File: src/rtl/seq_mul_periph.sv
// seq_mul_periph
//   Memory-mapped shift-add multiplier on the picorv32 look-ahead bus.
//   Firmware loads A and B, writes CTRL bit0 to start, polls STATUS, and
//   reads the 2N-bit product from RES_LO/RES_HI. One multiplier bit is
//   retired per clock, so the product is ready N cycles after the start.
//
//   Register map (byte offsets from BASE):
//     0x00 A (R/W)   0x04 B (R/W)   0x08 CTRL(W)/STATUS(R)
//     0x0C RES_LO (R)   0x10 RES_HI (R)
//
//   Ports:
//     clk, reset                  system clock, synchronous active-high reset
//     la_read/la_write            look-ahead read/write strobes
//     la_addr/la_wdata/la_wstrb   look-ahead address, write data, byte strobes
//     rdata, rd_hit               registered read data and its one-cycle hit flag
//     busy, done                  multiply in progress / sticky completion
//
//   Build option: define SEQ_MUL_SIGNED_EN to treat A and B as two's
//   complement. Magnitudes are multiplied and one extra cycle negates the
//   result when the operand signs differ.
module seq_mul_periph #(
    parameter int          N    = 32,
    parameter logic [31:0] BASE = 32'h0FFF_FFE0
) (
    input  logic        clk,
    input  logic        reset,
    input  logic        la_read,
    input  logic        la_write,
    input  logic [31:0] la_addr,
    input  logic [31:0] la_wdata,
    input  logic [3:0]  la_wstrb,
    output logic [31:0] rdata,
    output logic        rd_hit,
    output logic        busy,
    output logic        done
);
    localparam int CW = $clog2(N + 1);

    localparam logic [31:0] ADDR_A    = BASE + 32'h00;
    localparam logic [31:0] ADDR_B    = BASE + 32'h04;
    localparam logic [31:0] ADDR_CTRL = BASE + 32'h08;
    localparam logic [31:0] ADDR_RLO  = BASE + 32'h0C;
    localparam logic [31:0] ADDR_RHI  = BASE + 32'h10;

    typedef enum logic [1:0] {S_IDLE, S_BUSY, S_NEG} state_t;

    state_t          state_q;
    logic [N-1:0]    a_q, b_q;
    logic [2*N-1:0]  m_q;       // multiplicand, shifted left each step
    logic [N-1:0]    q_q;       // multiplier, shifted right each step
    logic [2*N-1:0]  p_q;       // accumulator
    logic [CW-1:0]   cnt_q;
    logic [2*N-1:0]  res_q;
    logic            sgn_q;
    logic            busy_q, done_q;
    logic [31:0]     rdata_q;
    logic            rd_hit_q;

    logic            wr_ok;
    logic            rd_sel_d;
    logic [31:0]     rd_val_d;
    logic [2*N-1:0]  p_d;
    logic [N-1:0]    a_mag_d, b_mag_d;
    logic            sgn_d;

    assign rdata  = rdata_q;
    assign rd_hit = rd_hit_q;
    assign busy   = busy_q;
    assign done   = done_q;

    // Partial byte writes are not meaningful for these word registers.
    assign wr_ok = la_write && (la_wstrb == 4'hF);

    // Accumulator value after this cycle's step.
    assign p_d = q_q[0] ? (p_q + m_q) : p_q;

`ifdef SEQ_MUL_SIGNED_EN
    // Negating 0x8000_0000 wraps back to itself, which read unsigned is
    // exactly the magnitude 2^31.
    assign a_mag_d = a_q[N-1] ? (~a_q + N'(1)) : a_q;
    assign b_mag_d = b_q[N-1] ? (~b_q + N'(1)) : b_q;
    assign sgn_d   = a_q[N-1] ^ b_q[N-1];
`else
    assign a_mag_d = a_q;
    assign b_mag_d = b_q;
    assign sgn_d   = 1'b0;
`endif

    always_comb begin
        rd_sel_d = 1'b0;
        rd_val_d = '0;
        case (la_addr)
            ADDR_A:    begin rd_sel_d = 1'b1; rd_val_d = 32'(a_q); end
            ADDR_B:    begin rd_sel_d = 1'b1; rd_val_d = 32'(b_q); end
            ADDR_CTRL: begin rd_sel_d = 1'b1; rd_val_d = {30'b0, done_q, busy_q}; end
            ADDR_RLO:  begin rd_sel_d = 1'b1; rd_val_d = 32'(res_q[N-1:0]); end
            ADDR_RHI:  begin rd_sel_d = 1'b1; rd_val_d = 32'(res_q[2*N-1:N]); end
            default:   ;
        endcase
    end

    always_ff @(posedge clk) begin
        if (reset) begin
            state_q  <= S_IDLE;
            a_q      <= '0;
            b_q      <= '0;
            m_q      <= '0;
            q_q      <= '0;
            p_q      <= '0;
            cnt_q    <= '0;
            res_q    <= '0;
            sgn_q    <= 1'b0;
            busy_q   <= 1'b0;
            done_q   <= 1'b0;
            rdata_q  <= '0;
            rd_hit_q <= 1'b0;
        end else begin
            // Reads see pre-edge register values; a concurrent write wins.
            rd_hit_q <= 1'b0;
            if (la_read && !la_write && rd_sel_d) begin
                rd_hit_q <= 1'b1;
                rdata_q  <= rd_val_d;
            end

            case (state_q)
                S_IDLE: begin
                    if (wr_ok) begin
                        case (la_addr)
                            ADDR_A: a_q <= la_wdata[N-1:0];
                            ADDR_B: b_q <= la_wdata[N-1:0];
                            ADDR_CTRL: begin
                                if (la_wdata[0]) begin
                                    m_q     <= {{N{1'b0}}, a_mag_d};
                                    q_q     <= b_mag_d;
                                    p_q     <= '0;
                                    sgn_q   <= sgn_d;
                                    cnt_q   <= CW'(N);
                                    done_q  <= 1'b0;
                                    busy_q  <= 1'b1;
                                    state_q <= S_BUSY;
                                end else if (la_wdata[1]) begin
                                    done_q <= 1'b0;
                                end
                            end
                            default: ;
                        endcase
                    end
                end
                S_BUSY: begin
                    p_q   <= p_d;
                    m_q   <= m_q << 1;
                    q_q   <= q_q >> 1;
                    cnt_q <= cnt_q - CW'(1);
                    if (cnt_q == CW'(1)) begin
`ifdef SEQ_MUL_SIGNED_EN
                        state_q <= S_NEG;
`else
                        res_q   <= p_d;
                        done_q  <= 1'b1;
                        busy_q  <= 1'b0;
                        state_q <= S_IDLE;
`endif
                    end
                end
                S_NEG: begin
                    res_q   <= sgn_q ? (~p_q + (2*N)'(1)) : p_q;
                    done_q  <= 1'b1;
                    busy_q  <= 1'b0;
                    state_q <= S_IDLE;
                end
                default: state_q <= S_IDLE;
            endcase
        end
    end
endmodule

File: config.mk
export PLATFORM = sky130hd
export DESIGN_NAME = seq_mul_periph
export DESIGN_NICKNAME = d
export VERILOG_FILES = /design/src/rtl/seq_mul_periph.sv
export SDC_FILE = /design/constraint.sdc
export NUM_CORES = 1
export LEC_CHECK = 0
export BUFFER_PORTS_ARGS = -buffer_cell sky130_fd_sc_hd__buf_2
export CELL_PAD_IN_SITES_DETAIL_PLACEMENT = 0
export CELL_PAD_IN_SITES_GLOBAL_PLACEMENT = 1
export CORE_ASPECT_RATIO = 1.1
export CORE_MARGIN = 3
export CORE_UTILIZATION = 23
export CTS_CLUSTER_SIZE = 24
export DETAILED_ROUTE_END_ITERATION = 6
export PLACE_DENSITY_LB_ADDON = 0.1
export SYNTH_ARGS = -nofsm -noshare
export SYNTH_HDL_FRONTEND = slang
export SYNTH_SLANG_ARGS = --single-unit
File: constraint.sdc
create_clock -name clk -period 3.9 [get_ports clk]
set_input_delay 0.39 -clock clk [delete_from_list [all_inputs] [get_ports clk]]
set_output_delay 0.39 -clock clk [all_outputs]
set_load 0.03 [all_outputs]
# Yosys cells after proc, flatten, opt, wreduce, memory -nomap -nowiden

Index checks and enable logic that the tools add are counted.

$add $sub $neg: 2
Equality and inequality tests: 14
Multiplexer cells: 38
Reduce and logical (&&, ||, !) cells: 16

Operator list:

| cell                                                               | number |
|---|---|
| 64-bit 2-to-1 mux                                                  | 8 |
| 64-bit one-hot mux with 2 select lines                             | 3 |
| 32-bit by 28-bit == test with 1-bit output, second input constant  | 5 |
| 32-bit one-hot mux with 5 select lines                             | 1 |
| 32-bit 2-to-1 mux                                                  | 3 |
| 64-bit adder                                                       | 1 |
| 32-bit one-hot mux with 2 select lines                             | 1 |
| 6-bit 2-to-1 mux                                                   | 3 |
| 6-bit one-hot mux with 2 select lines                              | 1 |
| 1-bit 2-to-1 mux                                                   | 11 |
| 5-bit AND reduction                                                | 2 |
| 2-bit 2-to-1 mux                                                   | 4 |
| 4-bit AND reduction                                                | 2 |
| 6-bit by 1-bit == test with 1-bit output, second input constant    | 1 |
| 2-bit != test, second input constant                               | 3 |
| 1-bit one-hot mux with 3 select lines                              | 2 |
| 3-bit AND reduction                                                | 2 |
| 6-bit by 1-bit subtractor with 6-bit output, second input constant | 1 |
| 5-bit OR reduction                                                 | 1 |
| 4-bit == test, second input constant                               | 1 |
| 2-bit one-hot mux with 2 select lines                              | 1 |
| 2-bit nonzero test                                                 | 2 |
| 1-bit logical AND                                                  | 3 |
| 3-bit != test, second input constant                               | 1 |
| other kinds (7)                                                    | 7 |

Flip-flop bits (word level): 331
Input bits: 72
Output and inout bits: 35

# Depth between registers and ports, before layout

Gate-level depths: netlist (run 1).

Word-level depth: 5
Depth in mapped cells: 12
Mapped depth without buffers: 12

# Worst setup path before layout (run 1)

No wires, ideal clock.

Path type: register -> register
From: register m_q[0]
To: register res_q[16]
Arrival: 2.751 ns
Stages on the path, launching flop included: 13
Path slack: 1.079 ns
Path buffers: 0
Clock period less this slack: 2.821 ns
Cells stage by stage: dfxtp_1 > ha_1 > inv_1 > fa_1 > nor2b_1 > o211ai_1 > a211o_1 > o21a_1 > o21ai_0 > a21o_1 > a21o_1 > mux2_2 > a21oi_1

Longest elaborated chain between the ends: 4

RTL lines:

| item                                   | line | source |
|---|---|---|
| start, declared                        | 49   | `logic [2*N-1:0] m_q;` |
| start signal, assigned                 | 133  | `m_q <= {{N{1'b0}}, a_mag_d};` |
| start signal, assigned                 | 151  | `m_q <= m_q << 1;` |
| 64-bit adder                           | 75   | `assign p_d = q_q[0] ? (p_q + m_q) : p_q;` |
| 64-bit 2-to-1 mux                      | 75   |  |
| 64-bit 2-to-1 mux                      | 154  | `if (cnt_q == CW'(1)) begin` |
| 64-bit one-hot mux with 2 select lines | 125  | `case (state_q)` |
| end signal, assigned                   | 158  | `res_q <= p_d;` |
| end signal, assigned                   | 166  | `res_q <= sgn_q ? (~p_q + (2*N)'(1)) : p_q;` |
| end, declared                          | 53   | `logic [2*N-1:0] res_q;` |

Every way passes these cells. The select of a mux whose other input is x is not followed.
A chain may end at the register's enable or synchronous reset.

# Worst setup path after layout (run 1)

From: register m_q[20]
To: register p_q[58]

Longest elaborated chain between the ends: 3

RTL lines:

| item                                   | line | source |
|---|---|---|
| 64-bit adder                           | 75   |  |
| 64-bit 2-to-1 mux                      | 75   |  |
| 64-bit one-hot mux with 2 select lines | 125  |  |
| end signal, assigned                   | 150  | `p_q <= p_d;` |
| end, declared                          | 51   | `logic [2*N-1:0] p_q;` |

Every way passes these cells.

==> results of run 1 <==
==> logic make-up after synthesis <==
group	Yosys count	share of synthesized area [%]
AND/OR/NAND/NOR	685	18.0
AO/OA/AOI/OAI	659	26.8
flip-flops	329	38.9
buffers and inverters	185	4.16
multiplexers	68	4.45
adder cells (fa/ha/maj)	66	4.93
XOR/XNOR	53	2.74
==> stage by stage <==
stage,instances,hold WS (ns),area (µm²)
after global routing,3049,0.0498,20000
after detailed placement,2974,0.452,18400
after global placement,2974,0.445,18400
after CTS,3049,0.0244,20000
after floorplan,2045,0.433,16900
final,3049,0.0602,20000
==> registers in the layout, indices dropped and copies added (netlist names) <==
name and flops:
m_q 64, rdata 32, done 1, p_q 64, b_mag_d 32, busy 1
cnt_q 6, rd_hit 1, a_mag_d 32, res_q 64, q_q 32
==> worst max-delay path, cell delays in order, from the launching register on <==
cell       delay (ns)
dfxtp_1          0.34
ha_1             0.44
a21oi_1          0.27
nand2_1          0.08
a221oi_1         0.47
nand4bb_1        0.35
and3_1           0.33
o311ai_0         0.57
buf_4            0.21
o211ai_1         0.14
a22o_1           0.21
==> power by group through the flow <==
| stage | clock network (mW) | registers [mW] | logic [mW] |
|---|---|---|---|
| after detailed placement | 0 | 3.43 | 0.150 |
| after global routing | 4.55 | 3.36 | 0.159 |
| final | 4.31 | 3.36 | 0.147 |
| after CTS | 4.45 | 3.36 | 0.150 |
| after global placement | 0 | 3.43 | 0.149 |
| after floorplan | 0 | 3.43 | 0.0632 |
==> cell type report <==
type                    instances  area (µm²)  area share (%)
clock buffers                  59        1250            6.25
clock inverters                16         268            1.34
inverters                      23        86.3           0.433
multi-input cells            1531        9670            48.5
flip-flops and latches        329        6590            33.0
well taps                     945        1180            5.93
repair buffers                146         903            4.53
==> cell usage after synthesis (6+ instances only) <==
library cell  instances  area share (%)
buf_1                10            0.22
nand3_1              20            0.59
nor4_1                7            0.26
nor2b_1              14            0.52
a31oi_1              24            0.89
nor3_1               27            0.80
a222oi_1             95             5.6
xnor2_1              34             1.8
o21a_1                7            0.31
ha_1                 65             4.8
nand2_1             281             6.2
clkbuf_1            145             3.2
o211ai_1             14            0.62
nand4_1              28             1.0
a22o_1                7            0.36
a21oi_1             201             5.9
o31ai_1               9            0.40
dfxtp_1             329              39
nand2b_1             10            0.37
mux2i_1              11            0.65
buf_2                 6            0.18
a211oi_1             47             2.1
a22oi_1              63             2.8
o21ai_1               7            0.21
nor2_1              223             4.9
and2_1               12            0.44
and4_1               12            0.62
o21bai_1             11            0.49
inv_1                23            0.51
xor2_1               19            0.98
or3_1                10            0.37
a21o_1               48             2.1
and3_1               19            0.70
o21ai_0              81             2.4
mux2_2               57             3.8
==> routing by layer <==
| metal | wire length (µm) | part of all wire [%] |
|---|---|---|
| met1 | 32500 | 47 |
| met3 | 3080 | 4.5 |
| met4 | 1700 | 2.5 |
| met2 | 31500 | 46 |
| met5 | 0 | 0 |
==> path summary, 6_finish.rpt <==
path	startpoint	to	slack, ns	cells after the start
worst max-delay path	m_q[20]$_SDFFE_PP0P_	p_q[58]$_SDFFE_PP0P_	0.38	10
worst min register to register	res_q[19]$_SDFFE_PP0P_	res_q[19]$_SDFFE_PP0P_	0.46	2
worst min-delay path	la_wdata[16]	b_mag_d[16]$_SDFFE_PP0P_	0.06	3
worst max register to register	m_q[20]$_SDFFE_PP0P_	p_q[58]$_SDFFE_PP0P_	0.38	10
==> results summary, run 1 <==
The run finished, with violations left. The checks that failed: DRC. The leakage power summed over all cells came out at 7.50 nW. The count of vias placed by the detailed router came out at 16000. The count of antenna-violating nets left after detailed routing is 0. Entering global routing, the biggest net connects 181 pins. The total standard cell area after synthesis came out at 16900 µm². The maximum clock insertion buffer count came out at 3. The worst setup path is of the reg -> reg kind. The setup skew after layout came out at 0.0245 ns. The power density normalized to cell area is 392 nW/µm².

The ratio of final minimum period to clock period is 90.4%. Of the cells placed in the final design, the portion with a size suffix greater than 1 is 14.1%. The total of flip-flops plus latches after synthesis came out at 329. Headroom to the max-slew limit came out at 21.2%. The number of global-route vias before repair came out at 16000.

The startpoint type of the worst setup path is a flop. The proportion of register bits with asynchronous set or reset after synthesis came out at 0%. The first-pass GRT wire length came out at 104 mm. The instance count of the mapped netlist is 2045. The sum of routed wire length over all layers came out at 68.7 mm. The post-cts sizing count is 0. When the netlist entered floorplanning its net count stood at 2183. The total global routing track utilization came out at 17.5%. In this run the power spent charging and discharging nets is 1.77 mW.

The tree is rooted in a clkbuf_16. The antenna diode count is 0. The average detailed-routed wire length per instance is 22.5 µm. The core area is 72300 µm². The area growth from synthesis to layout is 18.0%. The number of post-CTS setup repair buffers is 0. The quantity of hold-fixing buffers added after cts came out at 0. The final critical-path required period came out at 3.52 ns.

The largest voltage drop on the vdd net is 0.276 mV. The max-cap check violation count is 0. The final layout net count is 2212. The average instance in the mapped netlist occupies 8.27 µm². The proportion of power drawn by combinational gates is 1.9%. Leaving out fill and tap cells, the most frequent cells in the layout are dfxtp_1, nand2_1, nor2_1, a21oi_1, buf_2. For the worst setup path, the data required time is 4.37 ns.

The worst setup path is captured at a flop. The switching power as a share of total power came out at 22.7%. Measured on the finished design, the core utilization comes to 27.6%. The power consumption is 7.81 mW. The total die area came out at 76800 µm². In this run the core area contains 103 standard-cell rows. In this run the worst hold path is classified as in -> reg. The count of clock tree sinks came out at 329. The number of buffers added on ports is 106. The global routing met3 resource utilization came out at 2.53%. The sequential area share after synthesis is 38.9%. The share of total power in the clock network came out at 55.1%. At the pin with the least slew margin, the transition time is 1.18 ns. For the final routed database, the setup TNS stands at 0 ns. In this run, distinct cell masters in the synthesized netlist total 74.

The H-tree depth reported by CTS came out at 2. Timing would allow up to 284 MHz. The initial utilization of the core area, before any placement, comes to 23.4%. The biggest fanout along the worst timing path is 9. The routability-driven placement congestion ratio is 0.796. Global routing used 23.8% of the available met1 tracks. Setup repair after global routing left no endpoint under its margin. The number of enable-type register cells in the synthesized netlist came out at 0. The final setup violation count is 0. After detailed routing, the number of remaining DRC violations is 4. The number of warning messages in the yosys log is 0.

The number of failing hold endpoints at the final stage was 0. The number of top-level pins came out at 107. The met2 layer usage reported by global route is 28.9%. The number of max-slew violations in the final report came to 0.

The busiest layer in global routing is met2. The number of antenna violations at the first check in global routing is 3. The signal arrival time at the worst endpoint is 3.99 ns.

The remaining global-route overflow is 0. Measured along the x axis, the die boundary spans 265 µm. From bottom edge to top edge, the die measures 290 µm. The iteration count of the initial detailed-routing pass came out at 7.

After filler insertion, the fill cell instance count of the layout stands at 7690. The clock reaches the later pin of the worst-skew pair after 0.59 ns. The detail-routed via count per cell came out at 5.23. The number of design-rule violations left by the first detailed-router iteration is 1329. In the post-route analysis, the smallest setup slack over all paths is 0.376 ns. The most frequent standard cell in the layout excluding fill and tap cells is dfxtp_1. The pre-CTS setup slack is 0.295 ns. The number of clock buffers inserted by TritonCTS came out at 43.

The final HPWL from detailed placement is 48.5 mm. The TritonCTS clock tree is yes. The most used flip-flop cell after synthesis is dfxtp_1. After clock tree synthesis, the clock-pin slew on the worst setup and hold paths is 0.06 ns. The internal power consumption is 6.04 mW. Per report_power, the sequential group accounts for 43.0% of the total.
Note: power is estimated with default switching activity, not from simulation.
==> run 2, diff against run 1 <==
--- a/config.mk
+++ b/config.mk
@@ -11,6 +11,7 @@
 export CORE_ASPECT_RATIO = 1.1
 export CORE_MARGIN = 3
 export CORE_UTILIZATION = 23
+export CTS_BUF_LIST = sky130_fd_sc_hd__clkbuf_4
 export CTS_CLUSTER_SIZE = 24
 export DETAILED_ROUTE_END_ITERATION = 6
 export PLACE_DENSITY_LB_ADDON = 0.1
==> results summary, run 2 (synthesis gave the netlist of run 1 again) <==
The run finished with clean final reports. The cell with the most instances on the worst path is nor2_1. The later pin in the worst-skew pair is clocked with a latency of 0.87 ns. The combined area of the multi-input logic cells came out at 9670 µm². Tracing the worst setup path back leads to its startpoint at m_q[20]$_SDFFE_PP0P_. Setup slack on the worst reg-to-reg path comes out at 0.43 ns. The largest registers in the layout are m_q: 64 flops, p_q: 64 flops, res_q: 64 flops. The total buffers and inverters traversed by the critical path came out at 1. Per report_power, the sequential group accounts for 47.6% of the total. The internal power consumption is 5.26 mW.

The type of the setup path with the least slack is reg -> reg. The kind of end point of the critical path is a flop. In this design, the largest share of critical-path delay is due to compound AO/OA/AOI/OAI gates. The core area is 72300 µm². The H-tree depth reported by CTS came out at 3.

The highest clock rate came out at 288 MHz. In this run the horizontal extent of the chip is 265 µm. The slew at the pin closest to its max-slew limit came out at 1.24 ns. The total die area came out at 76800 µm². The setup total negative slack came out at 0 ns. The power consumption is 7.06 mW.

Buffers placed on the I/O ports in this run total 106. The clock network is responsible for 49.9% of the overall power. The power density normalized to cell area is 351 nW/µm².

The number of clock buffers inserted by TritonCTS came out at 99. The count of fill cells added during filler insertion came out at 7784. The headroom to the max-slew limit came out at 17.3%. The switching component of the power is 1.80 mW. In the layout the commonest cells are dfxtp_1, nand2_1, nor2_1, a21oi_1, clkbuf_4. The height of the die came out at 290 µm. The largest individual stage delay along the critical path comes from the cell o311ai_0.

Summed over all cells, the static leakage comes to 7.68 nW. The worst register-to-register path ends at res_q[58]$_SDFFE_PP0P_. The sum of routed wire length over all layers is 69.3 mm. The post-cts sizing count is 0.

The number of antenna violations at the first check in global routing came out at 5. The net count of the finished layout is 2304. For the final database, setup skew stands at 0.0745 ns. The number of max-slew violations in the final report is 0.

The number of top-level pins came out at 107. The first detailed-routing pass ran for 7 iterations. Summing all flip-flop and latch instances after layout gives 6590 µm².

The initial core utilization came out at 23.4%. The worst register-to-register path begins at m_q[20]$_SDFFE_PP0P_. The tree is rooted in a clkbuf_4. The detail-routed via count per cell is 5.16. The biggest fanout along the worst timing path came out at 9.

Leaving out fill and tap cells, the most frequent cell in the layout is dfxtp_1. The number of failing hold endpoints at the final stage came out at 0. The average detailed-routed wire length per instance came out at 21.7 µm. In this run the post-CTS setup repair buffer count came out at 0. Max-cap violations in this run came to 0. CTS saw 329 sinks.

The largest voltage drop on the vdd net is 0.227 mV. The proportion of power drawn by combinational gates came out at 2.5%. For the finished layout, the period the worst path requires is 3.47 ns. The min-delay analysis places its worst path in the category in -> reg. The number of design-rule violations left by the first detailed-router iteration came out at 1233. The launch point of the worst hold path is la_write. The number of cells traversed by the worst hold path is 5. For the worst setup path, the data required time is 4.64 ns. For hold timing, the worst endpoint is done$_SDFFE_PP0P_.

The fraction of layout instances using a drive strength above 1 came out at 17.2%. The number of cells traversed by the worst register-to-register path is 11. The remaining global-route overflow came out at 0. The area growth from synthesis to layout is 18.9%. The post-placement cell count is 2974. The longest clock path from root to sink contains 3 buffers.

The CTS clock-pin slew for the worst setup and hold paths came out at 0.07 ns. Detailed placement finished with a half-perimeter wire length of 48.5 mm. The number of global-route vias before repair is 16600.

Entering global routing, the biggest net connects 181 pins. The TritonCTS clock tree is yes. The final setup violation count came out at 0. Setup repair after global routing left no endpoint under its margin.

The ratio of final minimum period to clock period came out at 89.0%. The critical path goes through ha_1 > a21oi_1 > nand2_1 > a221oi_1 > nand4bb_1 > and3_1 > o311ai_0 > buf_4 > o211ai_1 > nor2_1 > nor2_1. The tightest hold path in the finished design has a slack of 0.111 ns. The switching power as a share of total power is 25.5%. For this run, the slowest stage of the critical path takes 0.58 ns. At the worst endpoint, the arrival time is 4.22 ns. The routed layout has 16500 vias.

Routability-driven placement finished with a final weighted congestion of 0.796. The first-pass GRT wire length came out at 105 mm. The initialized floorplan defines 103 standard-cell rows.

The count of antenna-violating nets left after detailed routing came out at 0. The total global routing track utilization is 17.7%. The startpoint type of the worst setup path is a flop. Excluding fillers, the count of instances in the completed layout stands at 3199.

The DRC violations left came out at 0.
==> run 2: layout make-up <==
cell class / instances / area share (%)
antenna: 4 / 0.0498
sequential: 329 / 32.8
timing repair buffer: 182 / 6.28
inverter: 23 / 0.429
clock buffer: 151 / 5.63
clock inverter: 34 / 0.864
multi-input combinational: 1531 / 48.1
tap: 945 / 5.88
==> run 2: power groups by stage <==
stage	logic [mW]	registers, mW	clock network, mW
after floorplan	0.0632	3.43	0
after global placement	0.149	3.43	0
after detailed placement	0.150	3.43	0
after CTS	0.177	3.36	3.68
after global routing	0.188	3.35	3.85
final	0.174	3.36	3.52
==> run 2: worst register-to-register path, stage by stage, from the launching register on <==
cell and delay, ns:
dfxtp_1 0.34, ha_1 0.43, a21oi_1 0.27, nand2_1 0.07
a221oi_1 0.47, nand4bb_1 0.34, and3_1 0.33, o311ai_0 0.58
buf_4 0.21, o211ai_1 0.14, nor2_1 0.14, nor2_1 0.07
==> run 2: per-stage QoR <==
stage | util [%] | setup WS [ns] | area, µm²
2_1_floorplan | - | 1.08 | 16900
3_3_place_gp | 25.5 | 0.248 | 18400
3_5_place_dp | 25.5 | 0.295 | 18400
4_1_cts | 27.8 | 0.317 | 20100
5_1_grt | 27.8 | 0.109 | 20100
6_report | 27.8 | 0.427 | 20100
==> run 2: metal layers <==
| layer | track usage [%] | wire (µm) | vias up |
|---|---|---|---|
| li1 | - | - | 7899 |
| met1 | 23.6 | 32500 | 8032 |
| met2 | 29.1 | 31800 | 441 |
| met3 | 2.91 | 3150 | 120 |
| met4 | 6.07 | 1920 | 0 |
| met5 | 0 | 0 | - |
==> run 2: how the worst max path moves through the flow <==
stage,end,depth (start not counted)
after floorplan,res_q[16]$_SDFFE_PP0P_,12
after global placement,p_q[58]$_SDFFE_PP0P_,10
after detailed placement,p_q[58]$_SDFFE_PP0P_,10
after CTS,p_q[58]$_SDFFE_PP0P_,10
after global routing,res_q[58]$_SDFFE_PP0P_,11
final,res_q[58]$_SDFFE_PP0P_,11
==> run 2: what timing repair did <==
item                                    in CTS  in global routing
endpoints found under the setup margin       0                  0
hold buffers                                36                  0
endpoints found under the hold margin      119                  0
